File: src/rtl/cpu_types_pkg.sv
// Shared CPU memory-interface types: word type, RAM handshake state and responder FSM encoding.
package cpu_types_pkg;

  typedef logic [31:0] word_t;

  typedef enum logic [1:0] {
    FREE,
    BUSY,
    ACCESS,
    ERROR
  } ramstate_t;

  typedef enum logic [2:0] {
    IDLE,
    IACC,
    DACC,
    IRESP,
    DRESP
  } resp_state_t;

  // Poison value returned when an access is aborted by the timeout.
  localparam word_t BAD_LOAD = 32'hBAD0BAD0;

endpackage

File: src/rtl/mem_grant_arb.sv
// Grant arbiter for mem_request_responder: data-over-instruction priority with a starvation
// counter that forces a waiting instruction fetch through after STARVE_MAX data grants.
module mem_grant_arb
  import cpu_types_pkg::*;
#(
  parameter int unsigned STARVE_MAX = 4
) (
  input  logic clk,
  input  logic rst_n,
  input  logic idle,
  input  logic ireq,
  input  logic dreq,
  output logic grant_i,
  output logic grant_d
);

  localparam int unsigned CntW = (STARVE_MAX < 1) ? 1 : $clog2(STARVE_MAX + 1);

  logic [CntW-1:0] starve_cnt;
  logic            starved;

  assign starved = (starve_cnt == CntW'(STARVE_MAX));
  assign grant_d = idle & dreq & ~(ireq & starved);
  assign grant_i = idle & ireq & ~grant_d;

  always_ff @(posedge clk or negedge rst_n) begin
    if (!rst_n) begin
      starve_cnt <= '0;
    end else if (grant_i) begin
      starve_cnt <= '0;
    end else if (grant_d && ireq && !starved) begin
      starve_cnt <= starve_cnt + 1'b1;
    end
  end

endmodule

File: src/rtl/mem_request_responder.sv
// Memory-side responder: arbitrates instruction/data requests onto one RAM port and returns
// registered hit pulses. Define MEM_RESP_TIMEOUT_EN to add the access timeout and memerr port.
module mem_request_responder
  import cpu_types_pkg::*;
#(
  parameter int unsigned STARVE_MAX = 4,
  parameter int unsigned TIMEOUT    = 64
) (
  input  logic      CLK,
  input  logic      nRST,
  input  logic      imemREN,
  input  word_t     imemaddr,
  input  logic      dmemREN,
  input  logic      dmemWEN,
  input  word_t     dmemaddr,
  input  word_t     dmemstore,
  output logic      ihit,
  output logic      dhit,
  output word_t     imemload,
  output word_t     dmemload,
  output logic      ramREN,
  output logic      ramWEN,
  output word_t     ramaddr,
  output word_t     ramstore,
  input  word_t     ramload,
  input  ramstate_t ramstate
`ifdef MEM_RESP_TIMEOUT_EN
  ,
  output logic      memerr
`endif
);

  resp_state_t state;
  logic        wr_op;
  logic        dropped;
  logic        idle;
  logic        dreq;
  logic        grant_i;
  logic        grant_d;
  logic        req_live;
  logic        done;
  logic        abort;
  word_t       load_val;

  assign idle     = (state == IDLE);
  assign dreq     = dmemREN | dmemWEN;
  assign req_live = (state == IACC) ? imemREN : dreq;
  assign done     = (ramstate == ACCESS);
  assign load_val = abort ? BAD_LOAD : ramload;

  mem_grant_arb #(
    .STARVE_MAX(STARVE_MAX)
  ) u_arb (
    .clk    (CLK),
    .rst_n  (nRST),
    .idle   (idle),
    .ireq   (imemREN),
    .dreq   (dreq),
    .grant_i(grant_i),
    .grant_d(grant_d)
  );

`ifdef MEM_RESP_TIMEOUT_EN
  localparam int unsigned WaitW = $clog2(TIMEOUT + 1);

  logic [WaitW-1:0] wait_cnt;
  logic             in_acc;

  assign in_acc = (state == IACC) || (state == DACC);
  assign abort  = ~done & (wait_cnt == WaitW'(TIMEOUT - 1));

  always_ff @(posedge CLK or negedge nRST) begin
    if (!nRST) begin
      wait_cnt <= '0;
      memerr   <= 1'b0;
    end else begin
      wait_cnt <= in_acc ? wait_cnt + 1'b1 : '0;
      if (in_acc && abort) begin
        memerr <= 1'b1;
      end
    end
  end
`else
  logic unused_timeout;

  assign abort          = 1'b0;
  assign unused_timeout = (TIMEOUT == 0);
`endif

  always_ff @(posedge CLK or negedge nRST) begin
    if (!nRST) begin
      state    <= IDLE;
      ihit     <= 1'b0;
      dhit     <= 1'b0;
      ramREN   <= 1'b0;
      ramWEN   <= 1'b0;
      ramaddr  <= '0;
      ramstore <= '0;
      imemload <= '0;
      dmemload <= '0;
      wr_op    <= 1'b0;
      dropped  <= 1'b0;
    end else begin
      ihit <= 1'b0;
      dhit <= 1'b0;
      case (state)
        IDLE: begin
          dropped <= 1'b0;
          if (grant_i) begin
            ramaddr <= imemaddr;
            ramREN  <= 1'b1;
            wr_op   <= 1'b0;
            state   <= IACC;
          end else if (grant_d) begin
            // REN and WEN together is a write.
            ramaddr  <= dmemaddr;
            ramstore <= dmemstore;
            wr_op    <= dmemWEN;
            ramREN   <= ~dmemWEN;
            ramWEN   <= dmemWEN;
            state    <= DACC;
          end
        end
        IACC, DACC: begin
          if (done || abort) begin
            ramREN <= 1'b0;
            ramWEN <= 1'b0;
            if (state == IACC) begin
              imemload <= load_val;
              ihit     <= req_live & ~dropped;
              state    <= IRESP;
            end else begin
              if (!wr_op || abort) begin
                dmemload <= load_val;
              end
              dhit  <= req_live & ~dropped;
              state <= DRESP;
            end
          end else if (!req_live) begin
            // Requester gave up: finish the RAM access but suppress the hit.
            dropped <= 1'b1;
          end
        end
        IRESP, DRESP: state <= IDLE;
        default:      state <= IDLE;
      endcase
    end
  end

endmodule

File: config.mk
export PLATFORM = sky130hd
export DESIGN_NAME = mem_request_responder
export DESIGN_NICKNAME = d
export VERILOG_FILES = /design/src/rtl/cpu_types_pkg.sv /design/src/rtl/mem_grant_arb.sv /design/src/rtl/mem_request_responder.sv
export SDC_FILE = /design/constraint.sdc
export NUM_CORES = 1
export LEC_CHECK = 0
export ABC_AREA = 1
export BUFFER_PORTS_ARGS = -buffer_cell sky130_fd_sc_hd__buf_2
export CORE_ASPECT_RATIO = 1.25
export CORE_MARGIN = 2
export CORE_UTILIZATION = 35
export DETAILED_ROUTE_END_ITERATION = 8
export GPL_ROUTABILITY_DRIVEN = 1
export SETUP_SLACK_MARGIN = 0.15
export SLEW_MARGIN = 20
export SYNTH_ARGS = -nofsm -noshare
export SYNTH_HDL_FRONTEND = slang
export SYNTH_SLANG_ARGS = --single-unit
export TNS_END_PERCENT = 30
File: constraint.sdc
create_clock -name CLK -period 2.2 [get_ports CLK]
set_clock_uncertainty 0.15 [all_clocks]
set_input_delay 0.55 -clock CLK [delete_from_list [all_inputs] [get_ports CLK]]
set_output_delay 0.55 -clock CLK [all_outputs]
set_load 0.03 [all_outputs]
==> summary.md <==
| Metric | Value |
|---|---|
| Number of antenna cells inserted | `0` |
| Setup TNS Final | `0 ns` |
| Synth-to-layout area growth | `39.3%` |
| Final cell area excluding filler cells | `7890 sq um` |
| Highest attainable clock frequency | `0.553 GHz` |
| Maximum ir drop on the vdd rail | `0.886 mV` |
| Number of buffers inserted during clock tree synthesis | `17` |
| Area occupied by multi-input gates | `1860 sq um` |
| Proportion of layout cells with a drive suffix above 1 | `0.352` |
| Clock Pin Slew Worst Setup and Hold Paths | `0.06 ns` |
| Clock insertion delay at the later pin of the skew report | `0.41 ns` |
| Pleak | `4.48 nW` |
| Post-Syn Nets | `780` |
| 1st-iter DRT viols | `289` |
| Endpoints failing hold | `0` |
| Syn Inst Count | `643` |
| Remaining DRCs | `0` |
| Starting density of the core | `0.354` |
| Row count | `52` |
| Cell occurring most often along the worst timing path | `sky130_fd_sc_hd__nor2_4` |
| Worst setup slack before clock tree synthesis | `0.178 ns` |
| Critical R2R Capture | `imemload[0]$_DFFE_PN0P_` |
| FILL cells | `1,626` |
| Final critical delay including setup and external delays | `1.81 ns` |
| Cell with the largest stage delay on the worst path | `sky130_fd_sc_hd__inv_2` |
| Worst setup margin | `0.390 ns` |
| Register bit count reported by yosys | `140` |
| Global-route wire length before repair | `26.5 mm` |
| Crit path largest cell delay | `0.60 ns` |
| Clock tree from TritonCTS | `built` |
| Vertical die dimension | `146 um` |
| Total power of the final layout | `13.6 mW` |
| Clk Tree Root Cell | `sky130_fd_sc_hd__clkbuf_16` |
| Number of top-level pins | `267` |
| Vias per inst | `4.54` |
| Largest net degree at the start of global routing | `67` |
| Final period utilization | `0.823` |
| Post-Syn Area per Cell | `8.80 sq um` |
| Count of input and output buffers | `266` |
| Instance area after placement | `7270 sq um` |
| Source of the worst register-to-register timing path | `state[1]$_DFFE_PN0P_` |
| Stages on the worst setup path | `5` |
| Total number of vias | `5,173` |
| Worst Setup End Kind | `flop` |
| Cells along the critical path | `nor2_4 -> nand2_1 -> nor2_4 -> inv_2 -> o21ai_0` |
| CORE AREA | `16,000 sq um` |
| Global placement routability congestion | `0.797` |
| CTS Buffer Depth | `2` |
| Critical path type | `flop to flop` |
| Count of final max-slew check failures | `0` |
| Endpoint of the worst setup timing path | `imemload[0]$_DFFE_PN0P_` |
| Setup crit start kind | `flop` |
| FF-to-FF setup slack | `0.39 ns` |
| Total routing usage reported by global routing | `0.192` |
| Vias in the first global route | `5,235` |
| Cell Area, Synth | `5660 sq um` |
| Iteration count of the initial detailed-routing pass | `4` |
| Number of antenna violations at the first check in global routing | `0` |
| Power density relative to cell area | `1730 nW/um^2` |
| Register-to-Register Path Depth | `5` |
| Critical path launch point | `state[1]$_DFFE_PN0P_` |
| Number of nets in the layout | `1,048` |
| Cell class contributing the biggest share of worst-path delay | `buffers and inverters` |
| Synthesis warning total | `0` |
| Total area of sequential cells | `3500 sq um` |
| Maximum level of the CTS H-tree | `4` |
| Worst slew margin relative to its limit | `0.451` |
| Total number of clock tree sinks | `140` |
| Total grt overflow | `0` |
| Count of buffering cells on the critical path with inverters included | `1` |
| Register area share after synthesis | `0.619` |
| Status | `complete, no violations` |
| Class of the worst hold path | `primary input to flop` |
| Antenna viol nets, final | `0` |
| Average routed wire per standard cell | `13.9 um` |
| Max-capacitance violation count | `0` |
| DRT Wirelength | `15.8 mm` |
| Unique cell type count in the Yosys netlist | `22` |
| Number of non-filler instances in the completed layout | `1,139` |
| Full die area | `17,200 sq um` |
| Cell Count Post-Placement | `1,107` |
| Horizontal die dimension | `118 um` |
| Total of endpoints with negative setup slack in the final report | `0` |
| DP Wirelength | `11.3 mm` |
| Required time at the worst-slack endpoint | `2.31 ns` |
| Setup repair after global routing missed its margin | `true` |
| Transition time at the pin with the least slew margin | `0.823 ns` |
| Worst Path Arrival | `1.92 ns` |
| Worst-path fanout max | `50` |
metrics by stage:
step           utilization  hold slack, ns
5_1_grt              0.493           0.175
2_1_floorplan            -           0.104
6_report             0.493           0.171
3_5_place_dp         0.455           0.301
3_3_place_gp         0.455           0.299
4_1_cts              0.493           0.153
tightest hold or removal path: stages:
cell	delay, ns
sky130_fd_sc_hd__buf_2	0.07
sky130_fd_sc_hd__nand2_1	0.04
sky130_fd_sc_hd__nand2_1	0.04
area by class of cell:
class,instances,area share
timing repair buffer,282,0.193
clock inverter,11,0.0182
tap,216,0.0343
clock buffer,20,0.0579
sequential,140,0.444
inverter,34,0.0165
multi-input combinational,436,0.236
where the power goes:
part | switching, mW | internal, mW | leakage [nW] | total (mW)
logic | 4.51 | 1.80 | 2.45 | 6.30
registers | 0.623 | 3.79 | 1.74 | 4.41
clock network | 1.08 | 1.83 | 0.296 | 2.92
repair_timing:
item,4_1_cts,5_1_grt
hold buffers,1,0
resized for setup,0,2
setup buffers,0,0
endpoints found under the hold margin,24,0
endpoints found under the setup margin,0,24
registers in the layout (all words and copies together) (netlist names):
name	count
dhit	1
dmemload	32
dropped	1
ihit	1
imemload	32
ramREN	1
ramWEN	1
ramaddr	32
ramstore	32
state	3
u_arb.starve_cnt	3
wr_op	1
routing by layer:
layer	vias to the layer above	GRT usage	wire, um
met5	-	0	0
met4	0	0.0614	222
met2	220	0.308	7460
met1	2374	0.246	6890
met3	18	0.0617	1260
li1	2561	-	-
cell usage after synthesis:
library cell,number,area share
sky130_fd_sc_hd__buf_2,18,0.016
sky130_fd_sc_hd__nand2_2,2,0.0022
sky130_fd_sc_hd__nand4_1,1,0.0011
sky130_fd_sc_hd__clkinv_1,1,0.00066
sky130_fd_sc_hd__clkbuf_1,9,0.0060
sky130_fd_sc_hd__o21ai_0,28,0.025
sky130_fd_sc_hd__nor2_1,4,0.0027
sky130_fd_sc_hd__inv_1,28,0.019
sky130_fd_sc_hd__buf_1,1,0.00066
sky130_fd_sc_hd__o21ai_2,1,0.0015
sky130_fd_sc_hd__nand3_1,85,0.075
sky130_fd_sc_hd__nand3_2,1,0.0018
sky130_fd_sc_hd__nand2_1,296,0.20
sky130_fd_sc_hd__buf_4,4,0.0053
sky130_fd_sc_hd__buf_6,1,0.0020
sky130_fd_sc_hd__inv_2,5,0.0033
sky130_fd_sc_hd__nor2_4,4,0.0080
sky130_fd_sc_hd__a21oi_1,1,0.00088
sky130_fd_sc_hd__or2_2,1,0.0011
sky130_fd_sc_hd__dfrtp_1,140,0.62
sky130_fd_sc_hd__o21ai_1,10,0.0088
sky130_fd_sc_hd__ha_1,2,0.0044
cell usage in the layout (no fill, tap or decap), types with 2 or more instances in the layout:
cell | Yosys | layout
sky130_fd_sc_hd__buf_12 | 0 | 5
sky130_fd_sc_hd__buf_2 | 18 | 265
sky130_fd_sc_hd__buf_4 | 4 | 10
sky130_fd_sc_hd__bufinv_16 | 0 | 3
sky130_fd_sc_hd__clkbuf_16 | 0 | 17
sky130_fd_sc_hd__clkbuf_8 | 0 | 2
sky130_fd_sc_hd__clkinv_2 | 0 | 4
sky130_fd_sc_hd__clkinv_4 | 0 | 3
sky130_fd_sc_hd__dfrtp_1 | 140 | 140
sky130_fd_sc_hd__ha_1 | 2 | 2
sky130_fd_sc_hd__inv_1 | 28 | 28
sky130_fd_sc_hd__inv_2 | 5 | 4
sky130_fd_sc_hd__nand2_1 | 296 | 296
sky130_fd_sc_hd__nand2_2 | 2 | 2
sky130_fd_sc_hd__nand3_1 | 85 | 85
sky130_fd_sc_hd__nor2_1 | 4 | 4
sky130_fd_sc_hd__nor2_4 | 4 | 4
sky130_fd_sc_hd__o21ai_0 | 28 | 28
sky130_fd_sc_hd__o21ai_1 | 10 | 10
kinds of logic after synthesis:
logic type / synth area share
fa+ha+maj: 0.00442
compound gates: 0.0360
simple gates: 0.288
flops: 0.619
buf+inv: 0.0524
worst min path at each step:
| stage | slack [ns] | cells after the start | end | from |
|---|---|---|---|---|
| final | 0.17 | 3 | ramstore[11]$_DFFE_PN0P_ | dmemstore[11] |
| after global routing | 0.18 | 3 | ramstore[4]$_DFFE_PN0P_ | dmemstore[4] |
| after CTS | 0.15 | 3 | ramstore[11]$_DFFE_PN0P_ | dmemstore[11] |
| after detailed placement | 0.30 | 1 | imemload[14]$_DFFE_PN0P_ | nRST |
| after global placement | 0.30 | 1 | imemload[14]$_DFFE_PN0P_ | nRST |
| after floorplan | 0.10 | 0 | dhit$_DFF_PN0_ | nRST |
(Power assumes the default switching activity.)
